**src/rtl/security_controller.sv**
```systemverilog
// Access-code controller: programs the external code memory, compares entered codes,
// and sequences timed unlock and alarm lockout with a failed-attempt budget.
module security_controller #(
  parameter int unsigned MAX_TRIES      = 3,
  parameter int unsigned UNLOCK_CYCLES  = 8,
  parameter int unsigned LOCKOUT_CYCLES = 16,
  localparam int unsigned CODE_W        = 7,
  localparam int unsigned TRIES_W       = 3
) (
  input  logic              clock,
  input  logic              reset_n,
  input  logic [CODE_W-1:0] code_in,
  input  logic              set_btn,
  input  logic              enter_btn,
  input  logic [CODE_W-1:0] mem_code,
  output logic [CODE_W-1:0] mem_data,
  output logic              mem_enable,
  output logic              armed,
  output logic              unlocked,
  output logic              alarm,
  output logic              error,
  output logic [TRIES_W-1:0] tries_left
);

  localparam int unsigned TIMER_W = 8;

  typedef enum logic [2:0] {
    UNSET   = 3'd0,
    PROGRAM = 3'd1,
    ARMED   = 3'd2,
    OPEN    = 3'd3,
    ALARM   = 3'd4
  } state_t;

  state_t               state, state_n;
  logic [CODE_W-1:0]    code_q, code_n;
  logic [TIMER_W-1:0]   timer, timer_n;
  logic [TRIES_W-1:0]   tries_n;
  logic                 error_n;

  // code_q is the latched code and doubles as the registered memory write data
  assign mem_data = code_q;

  // State, datapath registers and state-decoded registered outputs
  always_ff @(posedge clock or negedge reset_n) begin
    if (!reset_n) begin
      state      <= UNSET;
      code_q     <= '0;
      timer      <= '0;
      tries_left <= TRIES_W'(MAX_TRIES);
      error      <= 1'b0;
      mem_enable <= 1'b0;
      armed      <= 1'b0;
      unlocked   <= 1'b0;
      alarm      <= 1'b0;
    end else begin
      state      <= state_n;
      code_q     <= code_n;
      timer      <= timer_n;
      tries_left <= tries_n;
      error      <= error_n;
      mem_enable <= (state_n == PROGRAM);
      armed      <= (state_n == ARMED);
      unlocked   <= (state_n == OPEN);
      alarm      <= (state_n == ALARM);
    end
  end

  // Next-state and datapath updates
  always_comb begin
    state_n = state;
    code_n  = code_q;
    timer_n = timer;
    tries_n = tries_left;
    error_n = 1'b0;
    unique case (state)
      UNSET: begin
        if (set_btn) begin
          code_n  = code_in;
          state_n = PROGRAM;
        end
      end
      PROGRAM: begin
        state_n = ARMED;
        tries_n = TRIES_W'(MAX_TRIES);
      end
      ARMED: begin
        // enter wins over a coincident set; set alone is ignored here
        if (enter_btn) begin
          if (code_in == mem_code) begin
            state_n = OPEN;
            timer_n = TIMER_W'(UNLOCK_CYCLES - 1);
            tries_n = TRIES_W'(MAX_TRIES);
          end else begin
            error_n = 1'b1;
            if (tries_left <= TRIES_W'(1)) begin
              state_n = ALARM;
              tries_n = '0;
              timer_n = TIMER_W'(LOCKOUT_CYCLES - 1);
            end else begin
              tries_n = tries_left - TRIES_W'(1);
            end
          end
        end
      end
      OPEN: begin
        // re-key takes precedence over timer expiry
        if (set_btn) begin
          code_n  = code_in;
          state_n = PROGRAM;
        end else if (timer == '0) begin
          state_n = ARMED;
        end else begin
          timer_n = timer - TIMER_W'(1);
        end
      end
      ALARM: begin
        if (timer == '0) begin
          state_n = ARMED;
          tries_n = TRIES_W'(MAX_TRIES);
        end else begin
          timer_n = timer - TIMER_W'(1);
        end
      end
      default: state_n = UNSET;
    endcase
  end

endmodule

```
**config.mk**
```make
export PLATFORM = sky130hd
export DESIGN_NAME = security_controller
export DESIGN_NICKNAME = d
export VERILOG_FILES = /design/src/rtl/security_controller.sv
export SDC_FILE = /design/constraint.sdc
export NUM_CORES = 1
export LEC_CHECK = 0
export CAP_MARGIN = 20
export CORE_MARGIN = 4
export CORE_UTILIZATION = 35
export CTS_CLUSTER_DIAMETER = 80
export DETAILED_ROUTE_END_ITERATION = 8
export REMOVE_ABC_BUFFERS = 1
export SLEW_MARGIN = 20
export SYNTH_ARGS = -nofsm -noshare
export SYNTH_HDL_FRONTEND = slang
export SYNTH_SLANG_ARGS = --single-unit
```
**constraint.sdc**
```tcl
create_clock -name clock -period 3 [get_ports clock]
set_input_delay 0.6 -clock clock [delete_from_list [all_inputs] [get_ports clock]]
set_output_delay 0.6 -clock clock [all_outputs]
set_load 0.02 [all_outputs]
```
# ---- Word level (Yosys, flattened, before mapping)
# Index checks and enable logic that the tools add are counted.
dict set report word_totals {
  in_bits 18
  wordCells 54
  regBits 26
}
dict set report op_classes {
  n_reduce_logical 8
  n_mux 21
  addsub 2
  eq_ne 13
  n_lt_le_gt_ge 1
}
# operator count
set op_table {}
lappend op_table {{2-to-1 mux 8 bit} 5}
lappend op_table {{2-to-1 mux 3 bit} 10}
lappend op_table {{one-hot mux 8 bit (3 select lines)} 1}
lappend op_table {{one-hot mux 3 bit (5 select lines)} 1}
lappend op_table {{== test 3 x 2 -> 1 bit (second input constant)} 4}
lappend op_table {{one-hot mux 3 bit (3 select lines)} 1}
lappend op_table {{logical NOT 8 bit} 1}
lappend op_table {{subtractor 8 x 1 -> 8 bit (second input constant)} 1}
lappend op_table {{== test 7 bit} 1}
lappend op_table {{== test 3 x 1 -> 1 bit (second input constant)} 2}
lappend op_table {{== test 3 bit (second input constant)} 2}
lappend op_table {{!= test 2 bit (second input constant)} 3}
lappend op_table {{nonzero test 3 bit} 2}
lappend op_table {{AND reduction 4 bit} 1}
lappend op_table {{less-or-equal comparator 3 x 1 -> 1 bit (second input constant)} 1}
lappend op_table {{logical NOT 3 bit} 1}
lappend op_table {{2-to-1 mux 1 bit} 3}
lappend op_table {{!= test 3 bit (second input constant)} 1}
lappend op_table {{AND reduction 3 bit} 1}
lappend op_table {{subtractor 3 x 1 -> 3 bit (second input constant)} 1}
lappend op_table {{AND reduction 2 bit} 1}
lappend op_table {{OR reduction 2 bit} 1}

# ---- Longest topological paths before layout
# Gate-level depths: netlist of the first run.
dict set report depth {
  ltp_word 6
  depth_mapped 7
  ltp_nobuf 7
}

# ---- Worst setup path after synthesis of the first run
# No wires, ideal clock.
dict set report synth_timing {
  path_kind {reg-to-reg}
  startpoint {register timer[0]}
  endpoint {register timer[1]}
  synth_period_minus_slack_ps 2097
  slack_ps 903
  t_arrival_ps 1972
  setup_time_ps 125
  path_stages_with_launch 8
  path_cell_list {dfrtp_1 -> inv_1 -> ha_1 -> nor3b_1 -> and2_0 -> a21o_4 -> a21o_4 -> mux2_2}
}
dict set report synth_between {
  elab_chain_cells 4
  word_cells_on_any_way 5
  cone_classes {add/sub: 1; mux: 3; reduce/logical: 1}
}
# item line_no
set synth_rtl {}
lappend synth_rtl {{from (decl)} 37} ;# logic [TIMER_W-1:0] timer, timer_n;
lappend synth_rtl {{from (signal assigned)} 59} ;# timer <= timer_n;
lappend synth_rtl {{subtractor 8 x 1 -> 8 bit / logical NOT 8 bit (equally long branches)} n/a}
lappend synth_rtl {{2-to-1 mux 8 bit *} {111, 118}}
lappend synth_rtl {{2-to-1 mux 8 bit} 108} ;# if (set_btn) begin
lappend synth_rtl {{one-hot mux 8 bit (3 select lines) *} 76} ;# unique case (state)
# Mark *: on every way between the ends. The rest lies on a longest branch, timed or not. The select of a mux whose other input is x is not followed.
# A chain may end at the register's enable or synchronous reset.

# ---- Worst setup path after layout of the first run
dict set report layout_timing {
  startpoint {input code_in[4]}
  endpoint {register timer[3]}
}
dict set report layout_between {
  elab_chain_cells 4
  word_cells_on_any_way 6
  cone_classes {eq/ne: 2; mux: 3; reduce/logical: 1}
}
# item line_no
set layout_rtl {}
lappend layout_rtl {{from (decl)} 12} ;# input logic [CODE_W-1:0] code_in,
lappend layout_rtl {{== test 7 bit *} 90} ;# if (code_in == mem_code) begin
lappend layout_rtl {{2-to-1 mux 8 bit} 90}
lappend layout_rtl {{2-to-1 mux 8 bit} 89} ;# if (enter_btn) begin
lappend layout_rtl {{one-hot mux 8 bit (3 select lines)} 76}
# Marks and branches as above.

==> reports/metrics.yaml, run 1 <==
route:
  first_pass_iters: 4
  first_iter_violations: 26
  viasPerCell: 5.158
  num_vias: 1238
  antenna_left: 0
  drcViolationCount: 0
  wl_per_cell_um: 14.24
  wirelength_um: 3417
synth:
  syn_avg_cell_area_um2: 9.388
  synth_area_um2: 1455
  syn_inst: 155
  synth_cell_type_count: 49
  ys_async_sr_fraction: 1.000
  ys_top_cells_by_area: "dfrtp_1 (41%), nand2_1 (7.2%), xor2_1 (4.8%)"
  synth-edff-count: 0
  ys_warn_count: 0
  yosysTopAreaCellShare: 0.4127
  ys_seq_area_frac: 0.4488
  yosysTopAreaCell: "dfrtp_1"
  synth_flop_cell: "dfrtp_1"
  synth-seq-cells: 26
placement:
  dp_slack_ns: 0.2719
  place_congestion: 0.8522
  place_hpwl_um: 2606
  io_buffers: 32
timing:
  tns_ns: 0
  period_share: 0.8027
  fmax_ghz: 0.4153
  setup_viol: 0
  fin_ws_ns: 0.5920
  finalCriticalPeriod_ns: 2.408
  relSlewSlack: 0.5973
  hold_slack_ns: 0.4812
  drv_slew: 0
  finalHoldViolCount: 0
  tightest_slew_ns: 0.6028
  rsz0062_at_grt: "false"
  finalClockSkew_ns: 0.004934
worst_hold_path:
  worstHoldPathType: "reg -> reg"
  hold-path-cell-count: 2
power_and_ir_drop:
  peakVddDrop_mv: 0.2450
  power_leakage_nw: 0.8358
  power.density_nw_per_um2: 374.1
clock_tree:
  cts_root_buffer: "clkbuf_8"
  htree_levels: 1
  clk_latency_ns: 0.27
  numCtsBuffers: 3
  clockBufferDepth: 2
  cts_hold_buf: 0
  path_clk_slew_ns: 0.09
  post_cts_buffers: 0
  cts_resized: 0
  numClockSinks: 26
  cts_tree: "done"
floorplan:
  num_rows: 23
  die_area_um2: 5253
  core-area_um2: 4000
  start_util: 0.3638
  die_height_um: 72.48
  pin_count: 33
  die_w_um: 72.48
status:
  status: "finished clean"
critical_path:
  rr_startpoint: "timer[0]$_DFFE_PN0P_"
  start_kind: "primary input"
  reg2reg_to: "timer[3]$_DFFE_PN0P_"
  reg2reg_depth: 8
  endpoint: "timer[3]$_DFFE_PN0P_"
  crit_arrival_ns: 2.57
  setup.worst_path.end_class: "register"
  path_class: "in -> reg"
  critPathLaunch: "code_in[4]"
  reg2reg_slack_ns: 0.82
  cp.required_ns: 3.16
  path_max_fanout: 7
global_routing:
  grt_pass1_vias: 1268
  grt-ovfl-total: 0
  grt_antenna_before_repair: 0
  grt_pass1_wl_um: 5733
  grt_max_degree: 27
  grt_util_all_layers: 0.1366
flow_run:
  cap_viol_max_count: 0
final_layout:
  diodes: 0
  final_cell_mix: "clkdlybuf4s50_1 (32), nand2_1 (28), dfrtp_1 (24)"
  final_nets: 212
  nFillCells: 387
  drive_gt1_frac: 0.08947
  area_growth_pct: 31.13
  layout_commonest_cell: "clkdlybuf4s50_1"
==> kinds of logic (layout without fill, tap and decap cells) <==
family	count (synthesis)	after routing	synth area share
AOI/OAI and AO/OA	41	41	0.2072
buffers and inverters	16	51	0.04729
DFF	26	26	0.4488
muxes	1	1	0.007738
adders and majority gates	3	3	0.02580
xor gates and xnor gates	8	8	0.04815
and+or+nand+nor	60	60	0.2150
==> report_power, final <==
part | internal [mW] | leakage (nW) | switching [mW] | total, mW
logic | 0.0353 | 0.481 | 0.0292 | 0.0645
clock network | 0.179 | 0.0357 | 0.113 | 0.292
registers | 0.355 | 0.319 | 0.00253 | 0.358
total | 0.569 | 0.836 | 0.145 | 0.714
==> sequential cells by signal, indices dropped and copies added, names as in the netlist <==
| name | flops |
|---|---|
| alarm | 1 |
| armed | 1 |
| error | 1 |
| mem_data | 7 |
| mem_enable | 1 |
| state | 3 |
| timer | 8 |
| tries_left | 3 |
| unlocked | 1 |
==> area by class of cell <==
class                           count  area (um^2)  area share
Clock inverter                      1        30.03     0.01574
Sequential cell                    26        653.1      0.3423
Clock buffer                        3        41.29     0.02164
Inverter                           12        45.04     0.02361
Tap cell                           50        62.56     0.03279
Timing Repair Buffer               35        342.8      0.1797
Multi-Input combinational cell    113        733.2      0.3843
==> cells in the mapped netlist, types with 2 or more instances <==
| master | instances |
|---|---|
| nand2_1 | 28 |
| a21o_4 | 2 |
| clkbuf_1 | 2 |
| xor2_1 | 8 |
| nor4_1 | 3 |
| nor3_1 | 2 |
| a2111oi_0 | 2 |
| a21oi_1 | 5 |
| and2_0 | 2 |
| ha_1 | 3 |
| dfrtp_1 | 24 |
| dfstp_2 | 2 |
| o22ai_1 | 3 |
| o21ai_0 | 6 |
| a22oi_1 | 2 |
| o211ai_1 | 3 |
| nor2_1 | 5 |
| o2bb2ai_1 | 2 |
| inv_1 | 11 |
| nand4bb_1 | 2 |
| o21a_1 | 3 |
| or2_2 | 2 |
| nand2b_1 | 4 |
| and3_1 | 3 |
| o21bai_1 | 2 |
==> how the worst min path moves through the flow <==
stage / startpoint / endpoint / slack (ns)
5_1_grt: mem_data[3]$_DFFE_PN0P_ / mem_data[3]$_DFFE_PN0P_ / 0.51
4_1_cts: mem_data[2]$_DFFE_PN0P_ / mem_data[2]$_DFFE_PN0P_ / 0.49
3_5_place_dp: mem_data[2]$_DFFE_PN0P_ / mem_data[2]$_DFFE_PN0P_ / 0.46
6_report: mem_data[2]$_DFFE_PN0P_ / mem_data[2]$_DFFE_PN0P_ / 0.48
2_1_floorplan: reset_n / alarm$_DFF_PN0_ / 0.30
3_3_place_gp: mem_data[4]$_DFFE_PN0P_ / mem_data[4]$_DFFE_PN0P_ / 0.46
==> routing by layer <==
metal | track usage | up-vias | share of wire
li1 | - | 618 | -
met1 | 0.1642 | 579 | 0.43
met2 | 0.2396 | 36 | 0.49
met3 | 0.02909 | 5 | 0.062
met4 | 0.04918 | 0 | 0.014
met5 | 0 | - | 0
==> metrics by stage <==
| step | power, mW | cells | utilization | instance area, um^2 |
|---|---|---|---|---|
| 4_1_cts | 0.7214 | 240 | 0.4770 | 1908 |
| 6_report | 0.7138 | 240 | 0.4770 | 1908 |
| 3_5_place_dp | 0.4298 | 236 | 0.4592 | 1837 |
| 2_1_floorplan | 0.3827 | 151 | - | 1431 |
| 3_3_place_gp | 0.4281 | 236 | 0.4592 | 1837 |
| 5_1_grt | 0.7428 | 240 | 0.4770 | 1908 |
==> critical path, cell delays in order <==
cell and delay (ns):
clkdlybuf4s50_1 0.44, xor2_1 0.15, nor4_1 0.42, a21boi_1 0.29
a21o_4 0.32, a221o_1 0.35
Note: power is estimated with default switching activity, not from simulation.
==> inputs of run 2 (changes only) <==
==> constraint.sdc (replaced) <==
create_clock -name clock -period 2.1 [get_ports clock]
set_input_delay 0.42 -clock clock [delete_from_list [all_inputs] [get_ports clock]]
set_output_delay 0.42 -clock clock [all_outputs]
set_load 0.02 [all_outputs]
==> reports/metrics.yaml, run 2 (synthesized netlist as in run 1, its figures left out) <==
placement:
  dpl.cell_count: 254  # +7.6%
  dp_slack_ns: -0.2207  # -0.4926 ns
  io_buffers: 32  # unchanged
  place_area_um2: 1972  # +7.4%
  place_congestion: 0.7973  # -6.4%
  place_hpwl_um: 2804  # +7.6%
critical_path:
  crit_arrival_ns: 2.19  # -0.38 ns
  cp.required_ns: 2.26  # -0.90 ns
  crit_path_max_incr_delay_ns: 0.43  # about the same
  reg2reg_to: "timer[3]$_DFFE_PN0P_"
  reg2reg_depth: 8  # unchanged
  path_max_fanout: 5  # -2
  reg2reg_slack_ns: 0.15  # -0.67 ns
  path_class: "in -> reg"
  setup.worst_path.end_class: "register"
  start_kind: "primary input"
  slowest_stage: "clkdlybuf4s50_1"
  path_cells: "clkdlybuf4s50_1 > xor2_1 > nor4_1 > buf_4 > a21boi_1 > a21o_4 > a221o_1"
  critPathLaunch: "mem_code[4]"
  rr_startpoint: "timer[0]$_DFFE_PN0P_"
  endpoint: "timer[3]$_DFFE_PN0P_"
floorplan:
  die_height_um: 72.48  # unchanged
  pin_count: 33  # unchanged
  die_w_um: 72.48  # unchanged
  die_area_um2: 5253  # unchanged
  num_rows: 23  # unchanged
  start_util: 0.3638  # unchanged
  core-area_um2: 4000  # unchanged
clock_tree:
  numClockSinks: 26  # unchanged
  htree_levels: 1  # unchanged
  clockBufferDepth: 2  # unchanged
  path_clk_slew_ns: 0.08  # about the same
  cts_tree: "done"
  numCtsBuffers: 3  # unchanged
  cts_root_buffer: "clkbuf_8"
  clk_latency_ns: 0.27  # about the same
  post_cts_buffers: 0  # unchanged
timing:
  fmax_ghz: 0.4928
  finalCriticalPeriod_ns: 2.029
  finalHoldViolCount: 0  # unchanged
  fin_ws_ns: 0.07087  # -0.5211 ns
  period_share: 0.9663
  tns_ns: 0  # unchanged
  drv_slew: 0  # unchanged
  relSlewSlack: 0.6502  # +0.05297
  finalClockSkew_ns: 0.004410  # -0.0005239 ns
  rsz0062_at_grt: "false"
  hold_slack_ns: 0.4868  # +0.005529 ns
  tightest_slew_ns: 0.5200  # -0.08283 ns
  setup_viol: 0  # unchanged
final_layout:
  diodes: 0  # unchanged
  area_growth_pct: 39.90
  final_area_um2: 2036  # +6.7%
  layout_commonest_cell: "clkdlybuf4s50_1"
  largest_register_ffs: 8  # unchanged
  drive_gt1_frac: 0.1779  # +0.08841
  regMostFlops: "timer"
  final_nets: 230  # +8.5%
  stdcell_count: 258  # +7.5%
  final_cell_mix: "clkdlybuf4s50_1 (32), nand2_1 (28), dfrtp_1 (24)"
power_and_ir_drop:
  peakVddDrop_mv: 0.1992  # -19%
  power_leakage_nw: 0.9241  # +11%
  power.density_nw_per_um2: 457.0  # +22%
global_routing:
  grt_pass1_wl_um: 6279  # +9.5%
  grt_pass1_vias: 1369  # +8.0%
  grt_util_all_layers: 0.1477  # +0.01108
  grt_max_degree: 27  # unchanged
  grt_antenna_before_repair: 0  # unchanged
  grt-ovfl-total: 0  # unchanged
worst_hold_path:
  hold-path-cell-count: 2  # unchanged
  worstHoldPathType: "reg -> reg"
route:
  wirelength_um: 3621  # +6.0%
  antenna_left: 0  # unchanged
  drcViolationCount: 0  # unchanged
  wl_per_cell_um: 14.03  # -1.4%
  first_iter_violations: 40  # +54%
  viasPerCell: 5.085  # -1.4%
  first_pass_iters: 4  # unchanged
  num_vias: 1312  # +6.0%
flow_run:
  cap_viol_max_count: 0  # unchanged
status:
  status: "finished clean"
==> run 2: changes by cell type in the layout (fill, tap and decap cells not counted) <==
cell       delta
buf_4        +18
bufinv_16     -1
o21ai_2       +1
o21ai_1       -1
clkbuf_8      +1
nor3b_1       -1
nor3b_2       +1
==> run 2: how the worst min path moves through the flow <==
stage                            start                       to
2_1_floorplan                  reset_n          alarm$_DFF_PN0_
3_3_place_gp   mem_data[2]$_DFFE_PN0P_  mem_data[2]$_DFFE_PN0P_
3_5_place_dp   mem_data[6]$_DFFE_PN0P_  mem_data[6]$_DFFE_PN0P_
4_1_cts        mem_data[6]$_DFFE_PN0P_  mem_data[6]$_DFFE_PN0P_
5_1_grt        mem_data[5]$_DFFE_PN0P_  mem_data[5]$_DFFE_PN0P_
6_report       mem_data[6]$_DFFE_PN0P_  mem_data[6]$_DFFE_PN0P_
==> run 2: repair_timing <==
action / CTS / global route
resized for setup: 1 / 1
setup endpoints to repair: 1 / 1
hold buffers: 0 / 0
==> run 2: cell type report <==
type	count	area (um^2)
fillers	377	1964
multi-input cells	113	742.0
flip-flops and latches	26	653.1
repair buffers	53	478.0
well taps	50	62.56
clock buffers	4	55.05
inverters	12	45.04
==> run 2: per-layer routing <==
metal	global-route usage	wire, um	part of all wire
met4	0.03689	22	0.0061
met1	0.1853	1537	0.42
met2	0.2639	1855	0.51
met3	0.02355	206	0.057
met5	0	0	0
==> run 2: stage by stage <==
stage | utilization | total power [mW]
final | 0.5089 | 0.9303
after global routing | 0.5089 | 0.9760
after CTS | 0.5080 | 0.9415
after detailed placement | 0.4930 | 0.6192
after global placement | 0.4930 | 0.6173
after floorplan | - | 0.5467
==> run 2: critical path, delay by kind of cell <==
kind / cells / cell delay (ns)
buffers and inverters: 2 / 0.60
AO/OA/AOI/OAI: 3 / 0.68
AND/OR/NAND/NOR: 1 / 0.33
XOR/XNOR: 1 / 0.17
==> run 2: report_power, final <==
part | leakage, nW | switching [mW] | internal, mW
combinational | 0.576 | 0.0429 | 0.0553
clock | 0.0288 | 0.154 | 0.168
sequential | 0.319 | 0.00349 | 0.507
total | 0.924 | 0.200 | 0.730
==> inputs of run 3 (changes only) <==
--- a/config.mk
+++ b/config.mk
@@ -5,6 +5,7 @@
 export SDC_FILE = /design/constraint.sdc
 export NUM_CORES = 1
 export LEC_CHECK = 0
+export ABC_CLOCK_PERIOD_IN_PS = 2400
 export CAP_MARGIN = 20
 export CORE_MARGIN = 4
 export CORE_UTILIZATION = 35
==> constraint.sdc (replaced) <==
create_clock -name clock -period 2.4 [get_ports clock]
set_input_delay 0.48 -clock clock [delete_from_list [all_inputs] [get_ports clock]]
set_output_delay 0.48 -clock clock [all_outputs]
set_load 0.02 [all_outputs]
==> reports/metrics.yaml, run 3 (synthesized netlist as in run 1, its figures left out) <==
status:
  status: "finished clean"
critical_path:
  path_class: "reg -> reg"
  setup.worst_path.end_class: "register"
  cp.required_ns: 2.57  # +0.31 ns
  start_kind: "register"
  path_max_fanout: 7  # +2
  crit_arrival_ns: 2.30  # +0.11 ns
power_and_ir_drop:
  p_sw_frac: 0.2038  # -0.01151
  peakVddDrop_mv: 0.1825  # -8.4%
  power.net_switching_mw: 0.1823  # -8.9%
  pwr-share-comb: 0.092  # -0.014
  power.density_nw_per_um2: 461.7  # +1.0%
  p_seq_frac: 0.499  # -0.050
  power_mw: 0.8949  # -3.8%
  p_int_mw: 0.7126  # -2.4%
  clock_power_share: 0.409  # +0.064
  power_leakage_nw: 0.8556  # -7.4%
final_layout:
  final_nets: 216  # -6.1%
  area_growth_pct: 33.19
  nFillCells: 367  # -2.7%
  seqCellArea_um2: 653.1  # unchanged
  regMostFlops: "timer"
  layout_commonest_cell: "clkdlybuf4s50_1"
  drive_gt1_frac: 0.1082  # -0.06964
  largest_register_ffs: 8  # unchanged
  multi_input_area_um2: 733.2  # -1.2%
  diodes: 0  # unchanged
  final_cell_mix: "clkdlybuf4s50_1 (32), nand2_1 (28), dfrtp_1 (24)"
floorplan:
  start_util: 0.3638  # unchanged
  num_rows: 23  # unchanged
  die_height_um: 72.48  # unchanged
  die_w_um: 72.48  # unchanged
  core-area_um2: 4000  # unchanged
  die_area_um2: 5253  # unchanged
  pin_count: 33  # unchanged
clock_tree:
  path_clk_slew_ns: 0.09  # about the same
  clockBufferDepth: 2  # unchanged
  htree_levels: 1  # unchanged
  cts_hold_buf: 0  # unchanged
  post_cts_buffers: 0  # unchanged
  cts_resized: 0  # -1
  cts_root_buffer: "clkbuf_8"
  cts_tree: "done"
  clk_latency_ns: 0.27  # about the same
  numClockSinks: 26  # unchanged
  numCtsBuffers: 3  # unchanged
worst_hold_path:
  worstHoldPathType: "reg -> reg"
global_routing:
  grt_antenna_before_repair: 0  # unchanged
  grt-ovfl-total: 0  # unchanged
  grt_pass1_wl_um: 5526  # -12%
  grt_max_degree: 27  # unchanged
  grt_pass1_vias: 1195  # -13%
  grt_util_all_layers: 0.1340  # -0.01369
route:
  first_pass_iters: 4  # unchanged
  antenna_left: 0  # unchanged
  drcViolationCount: 0  # unchanged
  num_vias: 1280  # -2.4%
  wl_per_cell_um: 14.20  # +1.2%
  first_iter_violations: 57  # +43%
  viasPerCell: 5.246  # +3.2%
  wirelength_um: 3464  # -4.3%
timing:
  relSlewSlack: 0.6236  # -0.02661
  drv_slew: 0  # unchanged
  tightest_slew_ns: 0.5594  # +0.03942 ns
  rsz0062_at_grt: "false"
  period_share: 0.8864
  finalClockSkew_ns: 0.005750  # +0.001340 ns
  finalHoldViolCount: 0  # unchanged
  tns_ns: 0  # unchanged
  setup_viol: 0  # unchanged
  finalCriticalPeriod_ns: 2.127
  fmax_ghz: 0.4701
  fin_ws_ns: 0.2727  # +0.2018 ns
placement:
  place_congestion: 0.8591  # +7.8%
  dp_slack_ns: 0.01925  # +0.2399 ns
  io_buffers: 32  # unchanged
  place_hpwl_um: 2599  # -7.3%
flow_run:
  cap_viol_max_count: 0  # unchanged
run 3: layout make-up:
class                      count  share of cell area
clock inverter                 1             0.01549
sequential                    26              0.3370
multi-input combinational    113              0.3783
tap                           50             0.03228
inverter                      12             0.02324
timing repair buffer          39              0.1924
clock buffer                   3             0.02130
run 3: critical path: stages, from the launching register on:
cell and delay [ns]:
dfrtp_1 0.43, nor4_1 0.55, and2_0 0.38, a21o_4 0.21
a21o_4 0.12, mux2_2 0.33
run 3: power by group through the flow:
stage / logic (mW) / registers [mW] / clock network [mW]
finish: 0.0819 / 0.447 / 0.366
global route: 0.0902 / 0.447 / 0.392
CTS: 0.0832 / 0.447 / 0.377
detailed placement: 0.0827 / 0.455 / 0
global placement: 0.0813 / 0.455 / 0
floorplan: 0.0152 / 0.463 / 0
run 3: path summary, 6_finish.rpt:
kind / from / endpoint / slack (ns) / cells after the start
setup reg to reg: timer[7]$_DFFE_PN0P_ / timer[1]$_DFFE_PN0P_ / 0.27 / 5
max in group asynchronous: reset_n / tries_left[0]$_DFFE_PN1P_ / 1.52 / 2
min in group asynchronous: reset_n / timer[4]$_DFFE_PN0P_ / 0.58 / 2
setup / recovery: timer[7]$_DFFE_PN0P_ / timer[1]$_DFFE_PN0P_ / 0.27 / 5
hold / removal: mem_data[2]$_DFFE_PN0P_ / mem_data[2]$_DFFE_PN0P_ / 0.49 / 2
hold reg to reg: mem_data[2]$_DFFE_PN0P_ / mem_data[2]$_DFFE_PN0P_ / 0.49 / 2
run 3: metal layers:
metal | vias to the layer above | wire length, um | GRT usage
met5 | - | 0 | 0
met4 | 0 | 73 | 0.05738
met3 | 6 | 226 | 0.02632
met2 | 40 | 1645 | 0.2214
met1 | 607 | 1517 | 0.1703
li1 | 627 | - | -
run 3: through the flow:
stage / util / hold slack (ns) / cell area [um^2] / instances
final: 0.4845 / 0.4852 / 1938 / 244
after global routing: 0.4845 / 0.5039 / 1938 / 244
after CTS: 0.4845 / 0.4858 / 1938 / 244
after detailed placement: 0.4667 / 0.4651 / 1867 / 240
after global placement: 0.4667 / 0.4614 / 1867 / 240
after floorplan: - / 0.1844 / 1431 / 151
